===== src/rtl/hex_arith_pkg.sv =====
// Shared encodings and widths for the hex multiplier/divider datapaths.
package hex_arith_pkg;
  localparam int DIGIT_W    = 4;
  localparam int DIVIDEND_W = 4 * DIGIT_W;
  localparam int DIVISOR_W  = 8;

  // IDLE/COMPUTE_x match the multiplier; DONE is divider-only.
  typedef enum logic [2:0] {
    IDLE      = 3'd0,
    COMPUTE_1 = 3'd1,
    COMPUTE_2 = 3'd2,
    COMPUTE_3 = 3'd3,
    COMPUTE_4 = 3'd4,
    DONE      = 3'd5
  } state_e;
endpackage


===== src/rtl/hex_div_if.sv =====
// Request/result bundle for the sequential hex divider.
interface hex_div_if;
  import hex_arith_pkg::*;
  logic                  start;
  logic [DIVIDEND_W-1:0] in_1;
  logic [DIVISOR_W-1:0]  in_2;
  logic                  busy;
  logic                  done;
  logic                  div_by_zero;
  logic [DIVIDEND_W-1:0] quotient;
  logic [DIVISOR_W-1:0]  remainder;

  modport master (output start, in_1, in_2,
                  input  busy, done, div_by_zero, quotient, remainder);
  modport slave  (input  start, in_1, in_2,
                  output busy, done, div_by_zero, quotient, remainder);
endinterface


===== src/rtl/hex_div_step.sv =====
// One restoring-division step: shift in the next dividend bit, subtract if it fits.
module hex_div_step
  import hex_arith_pkg::*;
(
  input  logic [DIVISOR_W-1:0] rem,
  input  logic                 dvd_msb,
  input  logic [DIVISOR_W-1:0] divisor,
  output logic [DIVISOR_W-1:0] rem_next,
  output logic                 qbit
);
  logic [DIVISOR_W:0] trial;
  logic [DIVISOR_W:0] diff;

  always_comb begin
    trial = {rem, dvd_msb};
    diff  = trial - {1'b0, divisor};
    qbit  = (trial >= {1'b0, divisor});
    // rem < divisor on entry, so the difference always fits back in DIVISOR_W bits
    rem_next = qbit ? diff[DIVISOR_W-1:0] : trial[DIVISOR_W-1:0];
  end
endmodule


===== src/rtl/top_hex_divider.sv =====
// 16/8 sequential restoring divider: four COMPUTE states, one quotient nibble each.
module top_hex_divider
  import hex_arith_pkg::*;
(
  input  logic     clk,
  input  logic     rst_n,
  hex_div_if.slave bus
);
  state_e                state, state_nxt;
  logic [1:0]            cnt;
  logic [DIVIDEND_W-1:0] dvd, q_sh;
  logic [DIVISOR_W-1:0]  rem, dvs;
  logic [DIVISOR_W-1:0]  rem_nxt;
  logic                  qbit;
  logic                  busy, done_r, dbz_r;
  logic [DIVIDEND_W-1:0] quot_r;
  logic [DIVISOR_W-1:0]  rem_r;
  logic                  computing, last_step, accept;

  hex_div_step u_step (
    .rem      (rem),
    .dvd_msb  (dvd[DIVIDEND_W-1]),
    .divisor  (dvs),
    .rem_next (rem_nxt),
    .qbit     (qbit)
  );

  assign computing = (state == COMPUTE_1) || (state == COMPUTE_2) ||
                     (state == COMPUTE_3) || (state == COMPUTE_4);
  assign last_step = (state == COMPUTE_4) && (cnt == 2'd3);
  assign accept    = (state == IDLE) && bus.start;

  always_ff @(posedge clk or negedge rst_n) begin
    if (!rst_n) state <= IDLE;
    else        state <= state_nxt;
  end

  always_comb begin
    state_nxt = state;
    case (state)
      IDLE:      if (bus.start) state_nxt = (bus.in_2 == '0) ? DONE : COMPUTE_1;
      COMPUTE_1: if (cnt == 2'd3) state_nxt = COMPUTE_2;
      COMPUTE_2: if (cnt == 2'd3) state_nxt = COMPUTE_3;
      COMPUTE_3: if (cnt == 2'd3) state_nxt = COMPUTE_4;
      COMPUTE_4: if (cnt == 2'd3) state_nxt = DONE;
      DONE:      state_nxt = IDLE;
      default:   state_nxt = IDLE;
    endcase
  end

  always_comb begin
    busy = (state != IDLE);
  end

  // Working registers shift every COMPUTE cycle; visible results load only on completion.
  always_ff @(posedge clk or negedge rst_n) begin
    if (!rst_n) begin
      cnt    <= '0;
      dvd    <= '0;
      q_sh   <= '0;
      rem    <= '0;
      dvs    <= '0;
      done_r <= 1'b0;
      dbz_r  <= 1'b0;
      quot_r <= '0;
      rem_r  <= '0;
    end else begin
      done_r <= 1'b0;
      if (accept) begin
        if (bus.in_2 == '0) begin
          quot_r <= '1;
          rem_r  <= bus.in_1[DIVISOR_W-1:0];
          dbz_r  <= 1'b1;
          done_r <= 1'b1;
        end else begin
          dvd  <= bus.in_1;
          dvs  <= bus.in_2;
          rem  <= '0;
          q_sh <= '0;
          cnt  <= '0;
        end
      end else if (computing) begin
        rem  <= rem_nxt;
        dvd  <= {dvd[DIVIDEND_W-2:0], 1'b0};
        q_sh <= {q_sh[DIVIDEND_W-2:0], qbit};
        cnt  <= cnt + 2'd1;
        if (last_step) begin
          quot_r <= {q_sh[DIVIDEND_W-2:0], qbit};
          rem_r  <= rem_nxt;
          dbz_r  <= 1'b0;
          done_r <= 1'b1;
        end
      end
    end
  end

  assign bus.busy        = busy;
  assign bus.done        = done_r;
  assign bus.div_by_zero = dbz_r;
  assign bus.quotient    = quot_r;
  assign bus.remainder   = rem_r;
endmodule


===== src/flat_wrapper.sv =====
// flat-port wrapper written by rule: the top's interface ports become plain ports
module top_hex_divider_flat import hex_arith_pkg::*;
  (clk, rst_n, bus_start, bus_in_1, bus_in_2, bus_busy, bus_done, bus_div_by_zero, bus_quotient, bus_remainder);
  hex_div_if bus_i ();
  input  logic clk;
  input  logic rst_n;
  input wire logic [$bits(bus_i.start)-1:0] bus_start;
  input wire logic [$bits(bus_i.in_1)-1:0] bus_in_1;
  input wire logic [$bits(bus_i.in_2)-1:0] bus_in_2;
  output wire logic [$bits(bus_i.busy)-1:0] bus_busy;
  output wire logic [$bits(bus_i.done)-1:0] bus_done;
  output wire logic [$bits(bus_i.div_by_zero)-1:0] bus_div_by_zero;
  output wire logic [$bits(bus_i.quotient)-1:0] bus_quotient;
  output wire logic [$bits(bus_i.remainder)-1:0] bus_remainder;
  assign bus_i.start = bus_start;
  assign bus_i.in_1 = bus_in_1;
  assign bus_i.in_2 = bus_in_2;
  assign bus_busy = bus_i.busy;
  assign bus_done = bus_i.done;
  assign bus_div_by_zero = bus_i.div_by_zero;
  assign bus_quotient = bus_i.quotient;
  assign bus_remainder = bus_i.remainder;
  top_hex_divider u_core (.clk(clk), .rst_n(rst_n), .bus(bus_i));
endmodule

===== config.mk =====
export PLATFORM = sky130hd
export DESIGN_NAME = top_hex_divider_flat
export DESIGN_NICKNAME = d
export VERILOG_FILES = /design/src/rtl/hex_arith_pkg.sv /design/src/rtl/hex_div_if.sv /design/src/rtl/hex_div_step.sv /design/src/rtl/top_hex_divider.sv /design/src/flat_wrapper.sv
export SDC_FILE = /design/constraint.sdc
export NUM_CORES = 1
export LEC_CHECK = 0
export ABC_CLOCK_PERIOD_IN_PS = 2750
export CORE_ASPECT_RATIO = 1.25
export CORE_MARGIN = 2
export CORE_UTILIZATION = 39
export CTS_CLUSTER_SIZE = 12
export DETAILED_ROUTE_END_ITERATION = 8
export PLACE_DENSITY_LB_ADDON = 0.12
export REMOVE_ABC_BUFFERS = 1
export SLEW_MARGIN = 15
export SYNTH_ARGS = -nofsm -noshare
export SYNTH_HDL_FRONTEND = slang
export SYNTH_SLANG_ARGS = --single-unit

===== constraint.sdc =====
create_clock -name clk -period 2.75 [get_ports clk]
set_input_delay 0.825 -clock clk [delete_from_list [all_inputs] [get_ports clk]]
set_output_delay 0.825 -clock clk [all_outputs]
set_load 0.02 [all_outputs]

After elaboration in Yosys (flattened, before gate mapping):

Index checks and enable logic that the tools add are counted.

* memory bits (read-only): 0
* memory bits (writable): 0
* register bits: 78
* memories: 0
* latch bits: 0

* add/sub/neg operators: 2
* multipliers: 0
* $lt $le $gt $ge: 1
* reduce and logical (&&, ||, !) cells: 14
* multiplexer cells: 36
* shifts and indexed selects: 0
* divide/modulo/power cells: 0
* eq/ne operators: 12
* bitwise gates (word level): 1

Operator list (count)
* two-way mux 16 bit: 7
* two-way mux 8 bit: 8
* two-way mux 15 bit: 3
* two-way mux 3 bit: 6
* case mux 3 bit (5 select lines): 1
* != test 2 bit, second input constant: 7
* greater-or-equal comparator 9 x 8 -> 1 bit: 1
* logical NOT 8 bit: 1
* two-way mux 1 bit: 8
* subtractor 8 bit: 1
* == test 3 x 2 -> 1 bit, second input constant: 2
* two-way mux 2 bit: 3
* AND reduction 5 bit: 1
* AND reduction 2 bit: 2
* nonzero test 2 bit: 2
* == test 3 x 1 -> 1 bit, second input constant: 1
* == test 3 bit, second input constant: 1
* logical NOT 3 bit: 1
* logical OR 1 bit: 3
* AND reduction 3 bit: 1
* nonzero test 3 bit: 1
* adder 2 x 1 -> 2 bit, second input constant: 1
* == test 2 bit, second input constant: 1
* logical AND 1 bit: 2
* inverter 1 bit: 1

Depth between registers and ports, before layout:

Gate-level depths: netlist (run 1).

* depth in word-level cells: 6
* depth in mapped cells: 9
* mapped depth without buffers: 9

Modules after synthesis:

From an unflattened synthesis (run 1), not the netlist that was laid out.

* cells, all modules: 436
* area total of the unflattened synthesis: 3893.7 sq um

Modules (own cells, without submodules)
* top_hex_divider: cells an instance 370, area an instance 3354.5 sq um, instances 1
* hex_div_step: cells an instance 66, area an instance 539.3 sq um, instances 1

Least setup slack after synthesis (run 1):

No wires, ideal clock.

* kind: in2reg
* start point: in bus_in_2[5]
* end point: reg u_core.dvd[10]
* library setup time: 0.122 ns
* arrival time: 2.017 ns
* stages: 6
* setup slack: 0.611 ns
* buffers on the path: 2
* path through: or4_4 -> o21ai_2 -> and2_1 -> buf_4 -> buf_4 -> o21ai_1

* longest elaborated chain between the ends: 3

Ends and longest elaborated chain
* start, declared: RTL line flat_wrapper.sv:9 `input wire logic [$bits(bus_i.in_2)-1:0] bus_in_2;`
* logical NOT 8 bit: RTL line top_hex_divider.sv:70 `if (bus.in_2 == '0) begin`
* != test 2 bit (no source line)
* AND reduction 2 bit (no source line)
* end signal, assigned: RTL line top_hex_divider.sv:76 `dvd <= bus.in_1;`
* end signal, assigned: RTL line top_hex_divider.sv:84 `dvd <= {dvd[DIVIDEND_W-2:0], 1'b0};`
* end, declared: RTL line top_hex_divider.sv:11 `logic [DIVIDEND_W-1:0] dvd, q_sh;`

Every way passes these cells.
A chain may end at the register's enable or synchronous reset.

Worst setup path after layout (run 1):

* start point: reg u_core.state[0]
* end point: out bus_busy

* longest elaborated chain between the ends: 1

Ends and longest elaborated chain
* start, declared: RTL line top_hex_divider.sv:9 `state_e state, state_nxt;`
* start signal, assigned: RTL line top_hex_divider.sv:35 `else state <= state_nxt;`
* nonzero test 3 bit: RTL line top_hex_divider.sv:52 `busy = (state != IDLE);`
* end, declared: RTL line flat_wrapper.sv:10 `output wire logic [$bits(bus_i.busy)-1:0] bus_busy;`

Every way passes these cells.

==> results of run 1 <==
==> area by class of cell <==
class                   count  area [sq um]  area share
multi-input cells         252          1570       0.334
inverters                  16          60.1      0.0128
well taps                 123           154      0.0328
flip-flops and latches     78          1950       0.416
clock inverters             6          47.5      0.0101
clock buffers              10           229      0.0488
repair buffers             67           683       0.146
==> routing by layer <==
metal / wire length [microns] / part of all wire
met5: 0 / 0
met2: 4240 / 0.49
met1: 3870 / 0.45
met3: 325 / 0.038
met4: 167 / 0.019
==> synth_stat cells, types with 2 or more instances <==
| library cell | n | share of area |
|---|---|---|
| nand2_1 | 82 | 0.083 |
| dfrtp_1 | 78 | 0.53 |
| nand3_1 | 22 | 0.030 |
| mux2i_1 | 20 | 0.054 |
| o21ai_1 | 18 | 0.024 |
| inv_1 | 15 | 0.015 |
| o22a_1 | 15 | 0.035 |
| a21oi_1 | 12 | 0.016 |
| nor2_1 | 10 | 0.010 |
| o21ai_0 | 10 | 0.014 |
| ha_1 | 9 | 0.030 |
| buf_2 | 8 | 0.011 |
| o22ai_1 | 7 | 0.012 |
| clkbuf_1 | 6 | 0.0061 |
| buf_4 | 5 | 0.010 |
| nand2b_1 | 4 | 0.0067 |
| a22o_1 | 3 | 0.0071 |
| a22oi_1 | 3 | 0.0061 |
| and3_1 | 3 | 0.0051 |
| buf_6 | 3 | 0.0091 |
| o21ai_2 | 3 | 0.0071 |
| and2_1 | 2 | 0.0034 |
| mux2_2 | 2 | 0.0061 |
| o21a_1 | 2 | 0.0040 |
| or3_1 | 2 | 0.0034 |
| or4_4 | 2 | 0.0061 |
| xnor2_1 | 2 | 0.0047 |
| xor2_1 | 2 | 0.0047 |
==> through the flow <==
| stage | instance area, sq um | hold WS (ns) | setup slack (ns) |
|---|---|---|---|
| after CTS | 4690 | 0.468 | 0.106 |
| final | 4690 | 0.447 | 0.105 |
| after global routing | 4690 | 0.491 | 0.0663 |
| after global placement | 4420 | 0.463 | 0.0559 |
| after floorplan | 3570 | 0.446 | -1.65 |
| after detailed placement | 4420 | 0.467 | 0.0787 |
==> worst register-to-register path, delay by kind of cell, from the launching register on <==
| kind | cells | cell delay, ns |
|---|---|---|
| buffers and inverters | 1 | 0.09 |
| DFF | 1 | 0.36 |
| muxes | 1 | 0.23 |
| AOI/OAI and AO/OA | 3 | 0.67 |
| and+or+nand+nor | 2 | 0.28 |
| adders and majority gates | 2 | 0.63 |
==> logic make-up (layout without fill, tap and decap cells) <==
group	Yosys count	count (layout)	share of synthesized area
compound gates	81	81	0.147
xor+xnor	4	4	0.00945
fa+ha+maj	10	10	0.0358
buf+inv	39	99	0.0533
flops	78	78	0.526
mux	23	23	0.0641
simple gates	134	134	0.164
==> report_power, final <==
group / switching, mW / internal [mW]
logic: 1.71 / 1.34
registers: 0.330 / 1.65
clock network: 0.487 / 0.618
total: 2.53 / 3.61
==> state kept, by name, indices dropped and copies added, names as in the netlist <==
signal and flops:
u_core.bus.div_by_zero 1, u_core.bus.remainder 8, u_core.bus.quotient 16, u_core.dvs 8, u_core.q_sh 15, u_core.dvd 16
u_core.bus.done 1, u_core.cnt 2, u_core.state 3, u_core.rem 8
==> worst paths after layout <==
kind | from | slack, ns | cells after the start | endpoint
max in group asynchronous | rst_n | 1.70 | 2 | u_core.state[2]
worst max-delay path | u_core.state[0] | 0.10 | 2 | bus_busy
worst max register to register | u_core.dvd[15] | 0.37 | 9 | u_core.rem[6]
worst min-delay path | rst_n | 0.45 | 1 | u_core.dvd[14]
min in group clk | u_core.dvs[2] | 0.48 | 2 | u_core.dvs[2]
worst min register to register | u_core.dvs[2] | 0.48 | 2 | u_core.dvs[2]
==> out/results.txt, run 1 <==
Row count = 39
Floorplan core area = 9170 sq um
Chip width = 91.2 microns
Die height = 113 microns
Root buf cell = clkbuf_16
CP bufs+invs = 1
Die area = 10,300 sq um
Vias per std cell = 5.13
Leakage power = 2.13 nW
Synthesized area = 3710 sq um
Crit path kind = reg2out
Worst setup EP type = output port
Ys async rst share = 1.00
Global route total overflow = 0
M3 GR Usage = 0.0419
Mapped Cells = 369
Dpl cells = 536
Initial antenna violation count = 0
Commonest non-fill, non-tap cell in the layout = nand2_1
Minimum clock period = 2.65 ns
First-pass GRT wire length = 14,700 microns
Critical path data arrival time = 1.82 ns
Ant diodes = 0
Worst-Margin Slew = 0.610 ns
Number of nets in the layout = 461
Max frequency = 378 MHz
Most frequent cells in the layout = nand2_1 (82), dfrtp_1 (78), clkdlybuf4s50_1 (52)
Final GP Congestion = 0.781
Clock Path Buffers = 2
Slew headroom = 0.593
All-Layer GR Usage = 0.179
Worst Path Required = 1.93 ns
Main synth FF type = dfrtp_1
Worst-path fanout max = 8
Met1 usage = 0.233
CP max stage delay = 0.57 ns
Max-slew violations = 0
RSZ-0062 raised after global routing = false
Final wirelength = 8600 microns
Min-delay worst type = in2async
Via Count = 2,829
Pwr per Cell Area = 1310 nW/um^2
Worst Skew = 0.00908 ns
Peak supply drop = 0.000576 V
Fillers = 862
CTS resizes = 0
Share of post-route cells with drive strength above 1 = 0.107
Sequential share of the synthesized area = 0.526
Yosys warning count = 0
Setup_tns = 0 ns
CTS Hold Bufs = 0
Final Hold Fails = 0
Slowest-stage cell, CP = clkdlybuf4s50_1
Setup crit start kind = register
First-iteration detailed-routing DRC count = 127
Clk_lat worst skew = 0.34 ns
TritonRoute pass-1 iters = 4
CP Cell Sequence = or3_1, clkdlybuf4s50_1
H-tree depth = 3
Flops & latches, synth = 78
Layout Utilization = 0.511
Clk slew on worst S/H paths = 0.07 ns
P&R area growth vs syn = 26.6%
Starting density of the core = 0.404
Synth unique cells = 47
Synth Area per Inst = 10.0 sq um
Post-DP HPWL = 5940 microns
Number of synthesized flops with an enable pin = 0
Drt drc = 0
Total Power = 6.14 mW
Max-cap check violation count = 0
Antenna Nets Post-Route = 0
Largest net degree at the start of global routing = 44
Final setup viols = 0
Busiest layer in global routing = met2
Num CTS Buffers = 9
GR Layer Usage met2 = 0.297
Fin crit share = 0.962
Ports = 54
TritonCTS clock tree = yes
I/O Buffers = 53
Post-CTS Setup Repair Bufs = 0
CTS Sinks = 78
WL/cell = 15.6 microns
Status = finished, final reports clean
CP top delay family = buffers and inverters
Final cell count without fillers = 552
Vias in the first global route = 2,949
No activity file was read; power rests on OpenSTA's default activity.
==> run 2: changes to the inputs <==
- CELL_PAD_IN_SITES_DETAIL_PLACEMENT: default -> 1
- CELL_PAD_IN_SITES_GLOBAL_PLACEMENT: default -> 2
- DONT_BUFFER_PORTS: default -> 1
==> out/results.txt, run 2 (synthesis gave the netlist of run 1 again) <==
First-iteration detailed-routing DRC count = 93 (-27%)
Num CTS Buffers = 9 (unchanged)
Dpl cells = 477 (-11%)
CP bufs+invs = 1 (unchanged)
I/O Buffers = 0 (-100%)
Reg2reg start = u_core.dvd[15]
Worst Skew = 0.00628 ns (-0.00280 ns)
WL/cell = 17.9 microns (+15%)
Peak supply drop = 0.000460 V (-20%)
Number of nets in the layout = 402 (-13%)
Max-cap check violation count = 0 (unchanged)
Worst-Margin Slew = 0.652 ns (+0.0414 ns)
CP top delay family = compound AO/OA/AOI/OAI gates
Starting density of the core = 0.404 (unchanged)
Worst-path fanout max = 3 (-5)
Worst setup EP type = register
Fillers = 1,083 (+26%)
Final instance area = 4100 sq um (-13%)
Leakage power = 1.89 nW (-11%)
P&R area growth vs syn = 10.5%
First-pass GRT wire length = 14,700 microns (-0.24%)
Via Count = 2,649 (-6.4%)
CTS Hold Bufs = 0 (unchanged)
Fin crit share = 0.854 (-0.108)
Reg area = 1950 sq um (unchanged)
Share of post-route cells with drive strength above 1 = 0.105 (-0.00182)
CP max stage delay = 0.41 ns (-0.16 ns)
Drt drc = 0 (unchanged)
Post-DP HPWL = 6110 microns (+2.9%)
Multi-input logic area = 1570 sq um (unchanged)
Setup crit start kind = register
Crit path kind = reg2reg
Ports = 54 (unchanged)
Clk_lat worst skew = 0.34 ns (about the same)
Final Hold Fails = 0 (unchanged)
Commonest non-fill, non-tap cell in the layout = nand2_1
Final cell count without fillers = 493 (-11%)
Total Power = 5.88 mW (-4.2%)
Die height = 113 microns (unchanged)
Post-DP Area = 3800 sq um (-14%)
Floorplan core area = 9170 sq um (unchanged)
Worst Path Required = 2.97 ns (+1.04 ns)
CP Cell Sequence = inv_1, ha_1, fa_1, nand2b_1, a21oi_1, nor4_1, a311oi_1, mux2_2, o22ai_1
Pwr per Cell Area = 1440 nW/um^2 (+9.8%)
Layout Utilization = 0.447 (-0.0649)
Final setup viols = 0 (unchanged)
Initial antenna violation count = 0 (unchanged)
H-tree depth = 3 (unchanged)
FF-to-FF setup slack = 0.40 ns (+0.03 ns)
Critical path data arrival time = 2.57 ns (+0.75 ns)
TritonRoute pass-1 iters = 4 (unchanged)
Max-slew violations = 0 (unchanged)
TritonCTS clock tree = yes
CTS Sinks = 78 (unchanged)
Clock Path Buffers = 2 (unchanged)
Reg2Reg Capture Point = u_core.rem[6]
Row count = 39 (unchanged)
Die area = 10,300 sq um (unchanged)
Post-CTS Setup Repair Bufs = 0 (unchanged)
Final GP Congestion = 0.809 (+3.6%)
Setup_tns = 0 ns (unchanged)
Ant diodes = 0 (unchanged)
Largest net degree at the start of global routing = 79 (+80%)
Max frequency = 426 MHz (+13%)
Final wirelength = 8820 microns (+2.5%)
R2R cell count = 9 (unchanged)
Status = finished, final reports clean
Slew headroom = 0.566 (-0.0276)
Chip width = 91.2 microns (unchanged)
All-Layer GR Usage = 0.184 (+0.00435)
RSZ-0062 raised after global routing = false
Clk slew on worst S/H paths = 0.06 ns (about the same)
Global route total overflow = 0 (unchanged)
Min-delay worst type = in2async
Antenna Nets Post-Route = 0 (unchanged)
Root buf cell = clkbuf_16
Minimum clock period = 2.35 ns (-0.296 ns)
CTS resizes = 0 (unchanged)
Slowest-stage cell, CP = fa_1
Vias per std cell = 5.37 (+4.8%)
Vias in the first global route = 2,864 (-2.9%)
Most frequent cells in the layout = nand2_1 (82), dfrtp_1 (78), nand3_1 (22)
[run 2: changes by cell type in the layout (fill, tap and decap cells not counted), sizes merged]
| cell | change |
|---|---|
| buf | -7 |
| bufinv | +1 |
| clkdlybuf4s50 | -52 |
| clkinv | -2 |
| clkinvlp | +2 |
| inv | -1 |
[run 2: cell type report]
type / count / share of cell area
Clock buffer: 10 / 0.0559
Clock inverter: 6 / 0.0153
Inverter: 16 / 0.0147
Multi-Input combinational cell: 252 / 0.382
Sequential cell: 78 / 0.476
Tap cell: 123 / 0.0376
Timing Repair Buffer: 8 / 0.0177
[run 2: per-layer routing]
layer,wire length (microns),global-route usage,vias up
met4,214,0.0818,0
met1,3760,0.217,1315
met3,432,0.0513,18
met5,0,0,-
met2,4410,0.313,47
li1,-,-,1269
[run 2: worst max-delay path by stage]
stage / end / start / slack (ns) / depth (start not counted)
2_1_floorplan: u_core.rem[7] / bus_start / -1.65 / 5
3_3_place_gp: u_core.bus.remainder[6] / bus_in_2[5] / 0.31 / 6
3_5_place_dp: u_core.bus.remainder[5] / bus_in_2[5] / 0.33 / 6
4_1_cts: u_core.rem[6] / u_core.dvd[15] / 0.43 / 9
5_1_grt: u_core.rem[6] / u_core.rem[1] / 0.23 / 7
6_report: u_core.rem[6] / u_core.dvd[15] / 0.40 / 9
[run 2: worst register-to-register path, stage by stage, from the launching register on]
cell      delay (ns)
dfrtp_1         0.34
inv_1           0.06
ha_1            0.21
fa_1            0.41
nand2b_1        0.19
a21oi_1         0.28
nor4_1          0.09
a311oi_1        0.33
mux2_2          0.24
o22ai_1         0.09
[run 2: report_power, final]
part / total [mW] / leakage (nW) / internal [mW] / switching [mW]
clock network: 1.17 / 0.134 / 0.699 / 0.475
logic: 2.52 / 0.766 / 1.04 / 1.48
registers: 2.18 / 0.986 / 1.65 / 0.538
total: 5.88 / 1.89 / 3.39 / 2.49
[run 2: metrics by stage]
step,setup WS [ns],hold slack [ns]
finish,0.401,0.181
global route,0.230,0.163
CTS,0.426,0.168
detailed placement,0.327,0.471
global placement,0.313,0.461
floorplan,-1.65,0.446
==> run 3: changes to the inputs <==
- CORE_MARGIN: 2 -> 8
==> out/results.txt, run 3 (synthesis gave the netlist of run 1 again) <==
Status = finished, final reports clean
Reg2Reg Capture Point = u_core.rem[6]
R2R cell count = 8 (-1)
First-iteration detailed-routing DRC count = 65 (-30%)
Worst Path Required = 2.96 ns (about the same)
Root buf cell = clkbuf_16
Ant diodes = 0 (unchanged)
Slew headroom = 0.573 (+0.00796)
Setup_tns = 0 ns (unchanged)
Worst-Margin Slew = 0.640 ns (-0.0119 ns)
Clock Path Buffers = 2 (unchanged)
CTS resizes = 0 (unchanged)
Antenna Nets Post-Route = 0 (unchanged)
Die area = 12,900 sq um (+25%)
TritonRoute pass-1 iters = 4 (unchanged)
All-Layer GR Usage = 0.153 (-0.0308)
I/O Buffers = 0 (unchanged)
P&R area growth vs syn = 10.7%
Reg area = 1950 sq um (unchanged)
CTS Sinks = 78 (unchanged)
Global route total overflow = 0 (unchanged)
Most frequent cells in the layout = nand2_1 (82), dfrtp_1 (78), nand3_1 (22)
Post-CTS Setup Repair Bufs = 0 (unchanged)
Largest net degree at the start of global routing = 79 (unchanged)
Max-slew violations = 0 (unchanged)
Commonest non-fill, non-tap cell in the layout = nand2_1
Post-DP HPWL = 6490 microns (+6.1%)
Reg2reg start = u_core.dvs[0]
CTS Hold Bufs = 0 (unchanged)
Slowest-stage cell, CP = dfrtp_1
Max frequency = 432 MHz (+1.4%)
Vias in the first global route = 2,833 (-1.1%)
CP max stage delay = 0.41 ns (about the same)
Pre-CTS setup slack = 0.263 ns (-0.0642 ns)
Chip width = 103 microns (+13%)
Final setup viols = 0 (unchanged)
Leakage power = 1.90 nW (+0.71%)
Floorplan core area = 9410 sq um (+2.6%)
Clk_lat worst skew = 0.33 ns (about the same)
Initial antenna violation count = 0 (unchanged)
Drt drc = 0 (unchanged)
Final cell count without fillers = 497 (+0.81%)
Clk slew on worst S/H paths = 0.06 ns (about the same)
Final wirelength = 9130 microns (+3.5%)
Final instance area = 4100 sq um (+0.15%)
WL/cell = 18.4 microns (+2.7%)
Setup crit start kind = register
Worst-path fanout max = 3 (unchanged)
Die height = 125 microns (+11%)
CP Cell Sequence = ha_1, fa_1, nand2b_1, a21oi_1, nor4_1, a311oi_1, mux2_2, o22ai_1
CP top delay family = compound AO/OA/AOI/OAI gates
Max-cap check violation count = 0 (unchanged)
FF-to-FF setup slack = 0.43 ns (+0.03 ns)
RSZ-0062 raised after global routing = false
Ports = 54 (unchanged)
Row count = 40 (+2.6%)
Peak supply drop = 0.000460 V (+0.14%)
Pwr per Cell Area = 1430 nW/um^2 (-0.43%)
Post-DP Area = 3800 sq um (about the same)
Final GP Congestion = 0.755 (-6.7%)
Final WS setup = 0.433 ns (+0.0316 ns)
Total Power = 5.86 mW (-0.27%)
Via Count = 2,619 (-1.1%)
TritonCTS clock tree = yes
Crit path depth = 8 (-1)
Final Hold Fails = 0 (unchanged)
Crit path kind = reg2reg
Share of post-route cells with drive strength above 1 = 0.111 (+0.00511)
CP bufs+invs = 0 (-1)
Crit path to = u_core.rem[6]
Num CTS Buffers = 9 (unchanged)
Fillers = 1,082 (-0.092%)
Min-delay worst type = in2async
Worst setup EP type = register
H-tree depth = 3 (unchanged)
Crit path from = u_core.dvs[0]
Vias per std cell = 5.27 (-1.9%)
Worst Skew = 0.00684 ns (+0.000556 ns)
First-pass GRT wire length = 15,100 microns (+3.2%)
Critical path data arrival time = 2.53 ns (-0.04 ns)
Number of nets in the layout = 403 (+0.25%)
Minimum clock period = 2.32 ns (-0.0316 ns)
Starting density of the core = 0.394 (-0.0101)
Multi-input logic area = 1570 sq um (unchanged)
Dpl cells = 481 (+0.84%)
Fin crit share = 0.843 (-0.0115)
run 3: area by class of cell:
| cell class | instances | area share |
|---|---|---|
| inverters | 16 | 0.0146 |
| clock buffers | 9 | 0.0549 |
| well taps | 126 | 0.0384 |
| repair buffers | 9 | 0.0165 |
| clock inverters | 7 | 0.0180 |
| flip-flops and latches | 78 | 0.476 |
| multi-input cells | 252 | 0.382 |
run 3: how the worst min path moves through the flow:
stage                        from                       to
floorplan           u_core.dvs[2]            u_core.dvs[2]
global placement    u_core.dvs[6]            u_core.dvs[6]
detailed placement  u_core.dvs[7]            u_core.dvs[7]
CTS                         rst_n  u_core.bus.remainder[1]
global route                rst_n           u_core.dvd[14]
finish                      rst_n           u_core.dvd[14]
run 3: through the flow:
step | hold slack [ns] | util
2_1_floorplan | 0.446 | -
3_3_place_gp | 0.459 | 0.404
3_5_place_dp | 0.465 | 0.404
4_1_cts | 0.172 | 0.436
5_1_grt | 0.166 | 0.436
6_report | 0.181 | 0.436
run 3: metal layers:
layer / GRT usage / share of wire / routed length (microns)
met5: 0 / 0 / 0
met4: 0.0487 / 0.011 / 100
met3: 0.0555 / 0.069 / 632
met2: 0.255 / 0.51 / 4640
met1: 0.175 / 0.41 / 3750
run 3: power breakdown:
part           internal (mW)  total (mW)  switching, mW
logic                   1.04        2.49           1.45
clock network          0.706        1.19          0.487
registers               1.65        2.18          0.537
run 3: worst reg2reg max path: stages (launching register included):
cell and delay, ns:
dfrtp_1 0.41, ha_1 0.22, fa_1 0.41, nand2b_1 0.19
a21oi_1 0.25, nor4_1 0.08, a311oi_1 0.32, mux2_2 0.24
o22ai_1 0.09
